**src/rtl/wb_stage_regfile.sv**
```systemverilog
// wb_stage_regfile
//   Writer end of the writeback hazard path: MEM/WB pipeline register,
//   writeback data mux and the register file write port, plus the two raw
//   combinational read ports that the forwarding logic bypasses.
//
// Ports
//   clk, reset_n        : single clock, synchronous active-low reset
//   stall               : hold MEM/WB contents and suppress the commit
//   flush               : load a bubble into MEM/WB
//   RegWriteIn, MemtoRegIn, WriteRegisterIn, ALUResultIn, MemDataIn
//                       : MEM-stage fields captured into MEM/WB
//   rs, rt              : read addresses
//   RegWrite, WriteRegister, WriteData
//                       : WB-stage signals to the forwarding logic
//   ReadData1, ReadData2: register file reads (combinational)
//   CommitCount         : number of register file writes committed
//
// Build option
//   WB_INTERNAL_BYPASS_EN : when defined, the register file is write-first,
//   so a read of the register being committed returns WriteData.

module wb_stage_regfile #(
    parameter int DATA_W = 32,
    parameter int ADDR_W = 5
) (
    input  logic              clk,
    input  logic              reset_n,
    input  logic              stall,
    input  logic              flush,
    input  logic              RegWriteIn,
    input  logic              MemtoRegIn,
    input  logic [ADDR_W-1:0] WriteRegisterIn,
    input  logic [DATA_W-1:0] ALUResultIn,
    input  logic [DATA_W-1:0] MemDataIn,
    input  logic [ADDR_W-1:0] rs,
    input  logic [ADDR_W-1:0] rt,
    output logic              RegWrite,
    output logic [ADDR_W-1:0] WriteRegister,
    output logic [DATA_W-1:0] WriteData,
    output logic [DATA_W-1:0] ReadData1,
    output logic [DATA_W-1:0] ReadData2,
    output logic [31:0]       CommitCount
);

    localparam int DEPTH = 2 ** ADDR_W;

    logic              regwrite_q,  regwrite_d;
    logic              memtoreg_q,  memtoreg_d;
    logic [ADDR_W-1:0] wreg_q,      wreg_d;
    logic [DATA_W-1:0] alu_q,       alu_d;
    logic [DATA_W-1:0] memdata_q,   memdata_d;
    logic [31:0]       commit_count_q, commit_count_d;
    logic [DATA_W-1:0] regs_q [DEPTH];
    logic [DATA_W-1:0] regs_d [DEPTH];

    logic              commit;
    logic [DATA_W-1:0] write_data;

    assign write_data = memtoreg_q ? memdata_q : alu_q;

    // A stalled instruction stays in WB and commits once, on the edge where
    // stall drops. Writes to r0 are dropped and not counted.
    assign commit = regwrite_q && !stall && (wreg_q != '0);

    // MEM/WB next state: flush beats stall beats capture. The outgoing
    // instruction still commits on a flush edge because commit looks only
    // at the current WB contents.
    always_comb begin
        regwrite_d = regwrite_q;
        memtoreg_d = memtoreg_q;
        wreg_d     = wreg_q;
        alu_d      = alu_q;
        memdata_d  = memdata_q;
        if (flush) begin
            regwrite_d = 1'b0;
            memtoreg_d = 1'b0;
            wreg_d     = '0;
            alu_d      = '0;
            memdata_d  = '0;
        end else if (!stall) begin
            regwrite_d = RegWriteIn;
            memtoreg_d = MemtoRegIn;
            wreg_d     = WriteRegisterIn;
            alu_d      = ALUResultIn;
            memdata_d  = MemDataIn;
        end
    end

    // Register file and commit counter next state.
    always_comb begin
        regs_d         = regs_q;
        commit_count_d = commit_count_q;
        if (commit) begin
            regs_d[wreg_q] = write_data;
            commit_count_d = commit_count_q + 32'd1;
        end
    end

    always_ff @(posedge clk) begin
        if (!reset_n) begin
            regwrite_q     <= 1'b0;
            memtoreg_q     <= 1'b0;
            wreg_q         <= '0;
            alu_q          <= '0;
            memdata_q      <= '0;
            commit_count_q <= '0;
            for (int i = 0; i < DEPTH; i++) begin
                regs_q[i] <= '0;
            end
        end else begin
            regwrite_q     <= regwrite_d;
            memtoreg_q     <= memtoreg_d;
            wreg_q         <= wreg_d;
            alu_q          <= alu_d;
            memdata_q      <= memdata_d;
            commit_count_q <= commit_count_d;
            for (int i = 0; i < DEPTH; i++) begin
                regs_q[i] <= regs_d[i];
            end
        end
    end

    // Reads of r0 are forced to zero regardless of array contents.
    always_comb begin
        ReadData1 = (rs == '0) ? '0 : regs_q[rs];
        ReadData2 = (rt == '0) ? '0 : regs_q[rt];
`ifdef WB_INTERNAL_BYPASS_EN
        if (commit && (wreg_q == rs)) ReadData1 = write_data;
        if (commit && (wreg_q == rt)) ReadData2 = write_data;
`endif
    end

    assign RegWrite      = regwrite_q;
    assign WriteRegister = wreg_q;
    assign WriteData     = write_data;
    assign CommitCount   = commit_count_q;

endmodule

```
**config.mk**
```make
export PLATFORM = sky130hd
export DESIGN_NAME = wb_stage_regfile
export DESIGN_NICKNAME = d
export VERILOG_FILES = /design/src/rtl/wb_stage_regfile.sv
export SDC_FILE = /design/constraint.sdc
export NUM_CORES = 2
export LEC_CHECK = 0
export CELL_PAD_IN_SITES_DETAIL_PLACEMENT = 0
export CELL_PAD_IN_SITES_GLOBAL_PLACEMENT = 1
export CORE_UTILIZATION = 40
export CTS_CLUSTER_DIAMETER = 150
export DETAILED_ROUTE_END_ITERATION = 10
export PLACE_DENSITY_LB_ADDON = 0.1
export SLEW_MARGIN = 5
export SYNTH_ARGS = -nofsm -noshare
export SYNTH_HDL_FRONTEND = slang
export SYNTH_SLANG_ARGS = --single-unit
```
**constraint.sdc**
```tcl
create_clock -name clk -period 2.69 [get_ports clk]
set_clock_uncertainty 0.05 [all_clocks]
set_input_delay 0.4035 -clock clk [delete_from_list [all_inputs] [get_ports clk]]
set_output_delay 0.4035 -clock clk [all_outputs]
set_load 0.005 [all_outputs]
```
Word-level counts from Yosys, hierarchy flattened
Cells that the tools add are included.
{ "word_totals": {"ff_bits": 1127, "latchBits": 0, "ramBits": 0, "rom_bits": 0, "out_inout_bits": 134, "word_cells": 67, "mem_count": 0} }
{ "classes": {"add_sub_neg": 1, "mul": 0, "div": 0, "order_cmp": 4, "n_eq_ne": 0, "shifts": 0, "muxes": 12, "bitwise": 4, "n_reduce_logical": 8} }
{ "op_table": {"columns": ["op", "n"], "rows": [
  ["1024-bit bitwise mux", 1],
  ["32-bit binary-select mux with 5-bit select", 2],
  ["32-bit 2-to-1 mux", 8],
  ["32-bit demux with 5-bit select", 1],
  ["32-bit by 1-bit adder with 32-bit output, second input constant", 1],
  ["6-bit greater-or-equal comparator, second input constant", 3],
  ["5-bit inverter with 6-bit output", 3],
  ["5-bit zero test", 2],
  ["6-bit by 1-bit less-than comparator with 1-bit output, second input constant", 1],
  ["5-bit nonzero test", 1],
  ["1-bit logical AND", 3],
  ["2-bit OR reduction", 1],
  ["1-bit zero test", 1],
  ["1-bit inverter", 1]
]} }

Depth between registers and ports, before layout
{ "logic_depth": {"ltp_word": 6, "ltp_mapped": 10, "mapped_depth_nobuf": 5} }

Worst setup path before layout
OpenSTA, ideal clock, no wires.
{ "synth_timing": {"kind": "input port to output port", "from": "input port rs[2]", "to": "output port ReadData1[10]", "arrival_time_ns": 2.019, "slack_ns": 0.218, "cell_stages": 7, "n_path_buf": 3, "cell_sequence": "clkbuf_1 clkbuf_1 clkbuf_1 mux4_2 mux2i_1 nor2_1 o311a_1"} }
{ "synth_via": {"elab_chain_len": 5, "elab_cells_between_ends": 6, "classes_between": "mux: 4; bitwise: 1; reduce/logical: 1"} }
{ "synth_rtl": {"columns": ["item", "line", "source"], "rows": [
  ["start: declaration", "35", "input logic [ADDR_W-1:0] rs,"],
  ["5-bit inverter with 6-bit output (not written as such)", "125", "ReadData1 = (rs == '0) ? '0 : regs_q[rs];"],
  ["32-bit binary-select mux with 5-bit select", "125", null],
  ["32-bit 2-to-1 mux (not written as such) (2 in series)", "125", null],
  ["32-bit 2-to-1 mux *", "125", null],
  ["end: declaration", "40", "output logic [DATA_W-1:0] ReadData1,"]
]} }
Every way passes the cells marked *; elsewhere a longest branch is shown, timed or not. The select of a mux whose other input is x is not followed.

Worst setup path after layout
{ "layout_timing": {"from": "register regs_q[127] (netlist bit)", "to": "output port ReadData2[31]"} }
{ "layout_via": {"elab_chain_len": 4} }
{ "layout_rtl": {"columns": ["item", "line", "source"], "rows": [
  ["start: declaration", "53", "logic [DATA_W-1:0] regs_q [DEPTH];"],
  ["start signal: indexed assignment", "118", "regs_q[i] <= regs_d[i];"],
  ["32-bit binary-select mux with 5-bit select", "126", "ReadData2 = (rt == '0) ? '0 : regs_q[rt];"],
  ["32-bit 2-to-1 mux (not written as such) (2 in series)", "126", null],
  ["32-bit 2-to-1 mux", "126", null],
  ["end: declaration", "41", "output logic [DATA_W-1:0] ReadData2,"]
]} }
Every way passes these cells. The select of a mux whose other input is x is not followed.

==> impl_metrics.env <==
export IMPL_holdPathEnd="regs_q[1017]$_SDFFE_PN0P_"
export IMPL_drv_slew=0
export IMPL_violations="setup timing"
export IMPL_hold_viol=0
export IMPL_multiInputGateArea_um2=31740
export IMPL_powerDensity_nw_per_um2=560.1
export IMPL_drive_gt1_share_pct=32.24
export IMPL_cts_tree="yes"
export IMPL_leakage_nw=24.37
export IMPL_finalSetupTns_ps=-9112
export IMPL_fin_util_pct=52.27
export IMPL_finalNonFillerCells=7771
export IMPL_grt_pass1_vias=45670
export IMPL_synth_cell_types=54
export IMPL_synthCells=5527
export IMPL_cp_start_kind="flip-flop"
export IMPL_avgSynthCellArea_um2=9.981
export IMPL_r2r_start="WriteRegister[4]$_SDFFE_PP0N_"
export IMPL_yosysSeqAreaShare_pct=40.90
export IMPL_synth_async_reset_ratio_pct=0
export IMPL_grt_max_degree=124
export IMPL_yosysMostFrequentCell="dfxtp_1"
export IMPL_fillers=12230
export IMPL_min_delay_start="reset_n"
export IMPL_dieHeight_um=373.4
export IMPL_maxCapViolations=0
export IMPL_rows=135
export IMPL_place_gp_congestion=0.8672
export IMPL_cp_end_kind="primary output"
export IMPL_synth_commonest_cells="dfxtp_1 (1127), nor2_1 (1119), a211oi_1 (1045)"
export IMPL_cts_buffer_depth=3
export IMPL_cts_htree_levels=4
export IMPL_drcViolationCount=0
export IMPL_coreArea_um2=136100
export IMPL_period_share_pct=114.7
export IMPL_die_area_um2=139400
export IMPL_worst_path_max_fanout=2
export IMPL_grt_total_usage_pct=31.07
export IMPL_worstPathRequired_ps=2240
export IMPL_place_hpwl_um=144000
export IMPL_critical_path_slowest_cell="mux4_2"
export IMPL_boundaryPins=219
export IMPL_clockRootBuffer="clkbuf_16"
export IMPL_tightestPinTransition_ps=736.7
export IMPL_gr_total_overflow=0
export IMPL_cp_arrival_ps=2630
export IMPL_synth_edff_count=0
export IMPL_netlist_area_um2=55170
export IMPL_path_class="reg -> out"
export IMPL_final_min_clock_period_ps=3086
export IMPL_synth_nets=5613
export IMPL_antenna_found_initial=6
export IMPL_vias=47250
export IMPL_dr_pass1_iters=5
export IMPL_hold_path_depth=2
export IMPL_r2r_end="regs_q[469]$_SDFFE_PN0P_"
export IMPL_ys_ff_latch=1127
export IMPL_seqCellArea_um2=22870
export IMPL_port_buffers=218
export IMPL_timing_final_ws_setup_ps=-395.9
export IMPL_drt_antenna_violating_nets=0
export IMPL_synth_main_ff_cell="dfxtp_1"
export IMPL_status="complete, but fails checks"
export IMPL_crit_top_cell="mux4_2"
export IMPL_synth_top_cell_area_share_pct=40.90
export IMPL_slowest_delay_ps=550
export IMPL_layout_nets=5966
export IMPL_drt_wirelength_per_cell_um=28.51
export IMPL_place_inst=7424
export IMPL_fmax_ghz=0.3241
export IMPL_fp_dieW_um=373.4
export IMPL_ff2ff_setup_slack_ps=310
export IMPL_synth_top_area_cell="dfxtp_1"
export IMPL_ys_warn_count=0
export IMPL_postRouteWirelength_um=221600
export IMPL_synth_area_leaders="dfxtp_1 (41%), mux4_2 (15%), a211oi_1 (14%)"
export IMPL_clock_sinks=1127
export IMPL_place_ws_ps=-1394
export IMPL_cts_buffers=135
export IMPL_final_setup_viol_count=63
export IMPL_grt_pass1_wl_um=321900
export IMPL_maxSlewHeadroom_pct=50.77
export IMPL_initial_utilization_pct=40.52
export IMPL_hold_class="in -> reg"
export IMPL_drt_initial_drc_count=4652
export IMPL_path_clk_slew_ps=60
export IMPL_irDropWorstVdd_mv=0.4264
export IMPL_clkLatencyLatePin_ps=770
export IMPL_crit_chain="mux4_2, mux4_2, o22ai_4, nor3_4, buf_2"
export IMPL_viasPerCell=6.081
export IMPL_rr_worst_depth=5
export IMPL_rsz0062_at_grt="true"
export IMPL_areaGrowthSynthToFinish_pct=29.01
-- flip-flops by register name, summed over array words and instances (netlist names) --
name	flops
regs_q	1024
CommitCount	32
alu_q	32
memdata_q	32
WriteRegister	5
RegWrite	1
memtoreg_q	1
-- placed cells by master (no fill, tap or decap), types with 35 or more instances in the layout --
master	Yosys	routed
clkdlybuf4s50_1	0	110
dfxtp_1	1127	886
nand4_1	38	38
mux4_2	360	360
a22oi_1	102	73
and2_1	50	35
nor2_1	1119	1103
buf_6	5	81
buf_4	27	411
mux2i_1	345	309
o21ai_0	40	40
clkbuf_16	0	143
nor2b_1	73	52
a21oi_1	51	47
mux2_2	125	113
nand2_1	51	46
buf_12	0	181
a211oi_1	1045	1027
buf_2	134	40
dfxtp_2	0	240
-- how the worst max path moves through the flow --
stage,start,to,slack (ps),cells after the start
2_1_floorplan,rs[2],ReadData1[10],220,7
3_3_place_gp,rt[4],ReadData2[16],-1380,8
3_5_place_dp,rt[4],ReadData2[19],-1390,8
4_1_cts,regs_q[255]$_SDFFE_PN0P_,ReadData2[31],-430,5
5_1_grt,regs_q[127]$_SDFFE_PN0P_,ReadData2[31],-450,5
6_report,regs_q[127]$_SDFFE_PN0P_,ReadData2[31],-400,5
-- report_power, final --
part	leakage [nW]	internal (mW)	switching (mW)
Clock	2.27	11.6	7.65
Combinational	12.9	1.61	2.22
Sequential	9.20	16.7	0.0454
Total	24.4	29.9	9.92
-- logic make-up (layout without fill, tap and decap cells) --
logic type	Yosys count	in the layout	synth area share [%]
buf+inv	692	1151	5.269
compound gates	1386	1386	18.62
mux	830	830	23.51
simple gates	1484	1484	11.58
other cells	0	4	0
flops	1127	1127	40.90
fa+ha+maj	1	1	0.02268
xor+xnor	7	7	0.1111
-- critical path, delay by kind of cell, from the launching register on --
kind / cells / cell delay [ps]
multiplexers: 2 / 1010
flip-flops: 1 / 320
AO/OA/AOI/OAI: 1 / 240
buffers and inverters: 1 / 160
AND/OR/NAND/NOR: 1 / 120
-- repair_timing --
action,4_1_cts,5_1_grt
pin swaps,154,68
setup buffers,80,45
gates cloned,4,2
endpoints found under the setup margin,94,74
gates resized for setup,778,175
hold endpoints to repair,6,0
hold buffers,1,0
-- cell type report --
| class | instances | share of cell area, % |
|---|---|---|
| timing repair buffer | 868 | 13.40 |
| inverter | 40 | 0.2356 |
| sequential | 1127 | 32.13 |
| antenna | 4 | 0.01406 |
| clock inverter | 44 | 0.8404 |
| clock buffer | 199 | 5.643 |
| tap | 1781 | 3.131 |
| multi-input combinational | 3708 | 44.60 |
-- through the flow --
stage	cell area (um2)	hold WS (ps)	power (mW)
5_1_grt	71160	101.8	40.96
2_1_floorplan	55170	393.1	18.74
3_5_place_dp	63390	421.8	20.63
3_3_place_gp	63380	408.8	20.63
4_1_cts	70360	72.25	40.03
6_report	71170	127.6	39.86
-- metal layers --
metal / part of all wire (%) / vias to the layer above / global-route usage, %
li1: - / 21510 / -
met2: 45 / 1790 / 48.52
met5: 0.0059 / - / 0
met3: 7.1 / 348 / 5.574
met4: 3.3 / 2 / 10.51
met1: 44 / 23610 / 43.18
(Power assumes the default switching activity.)
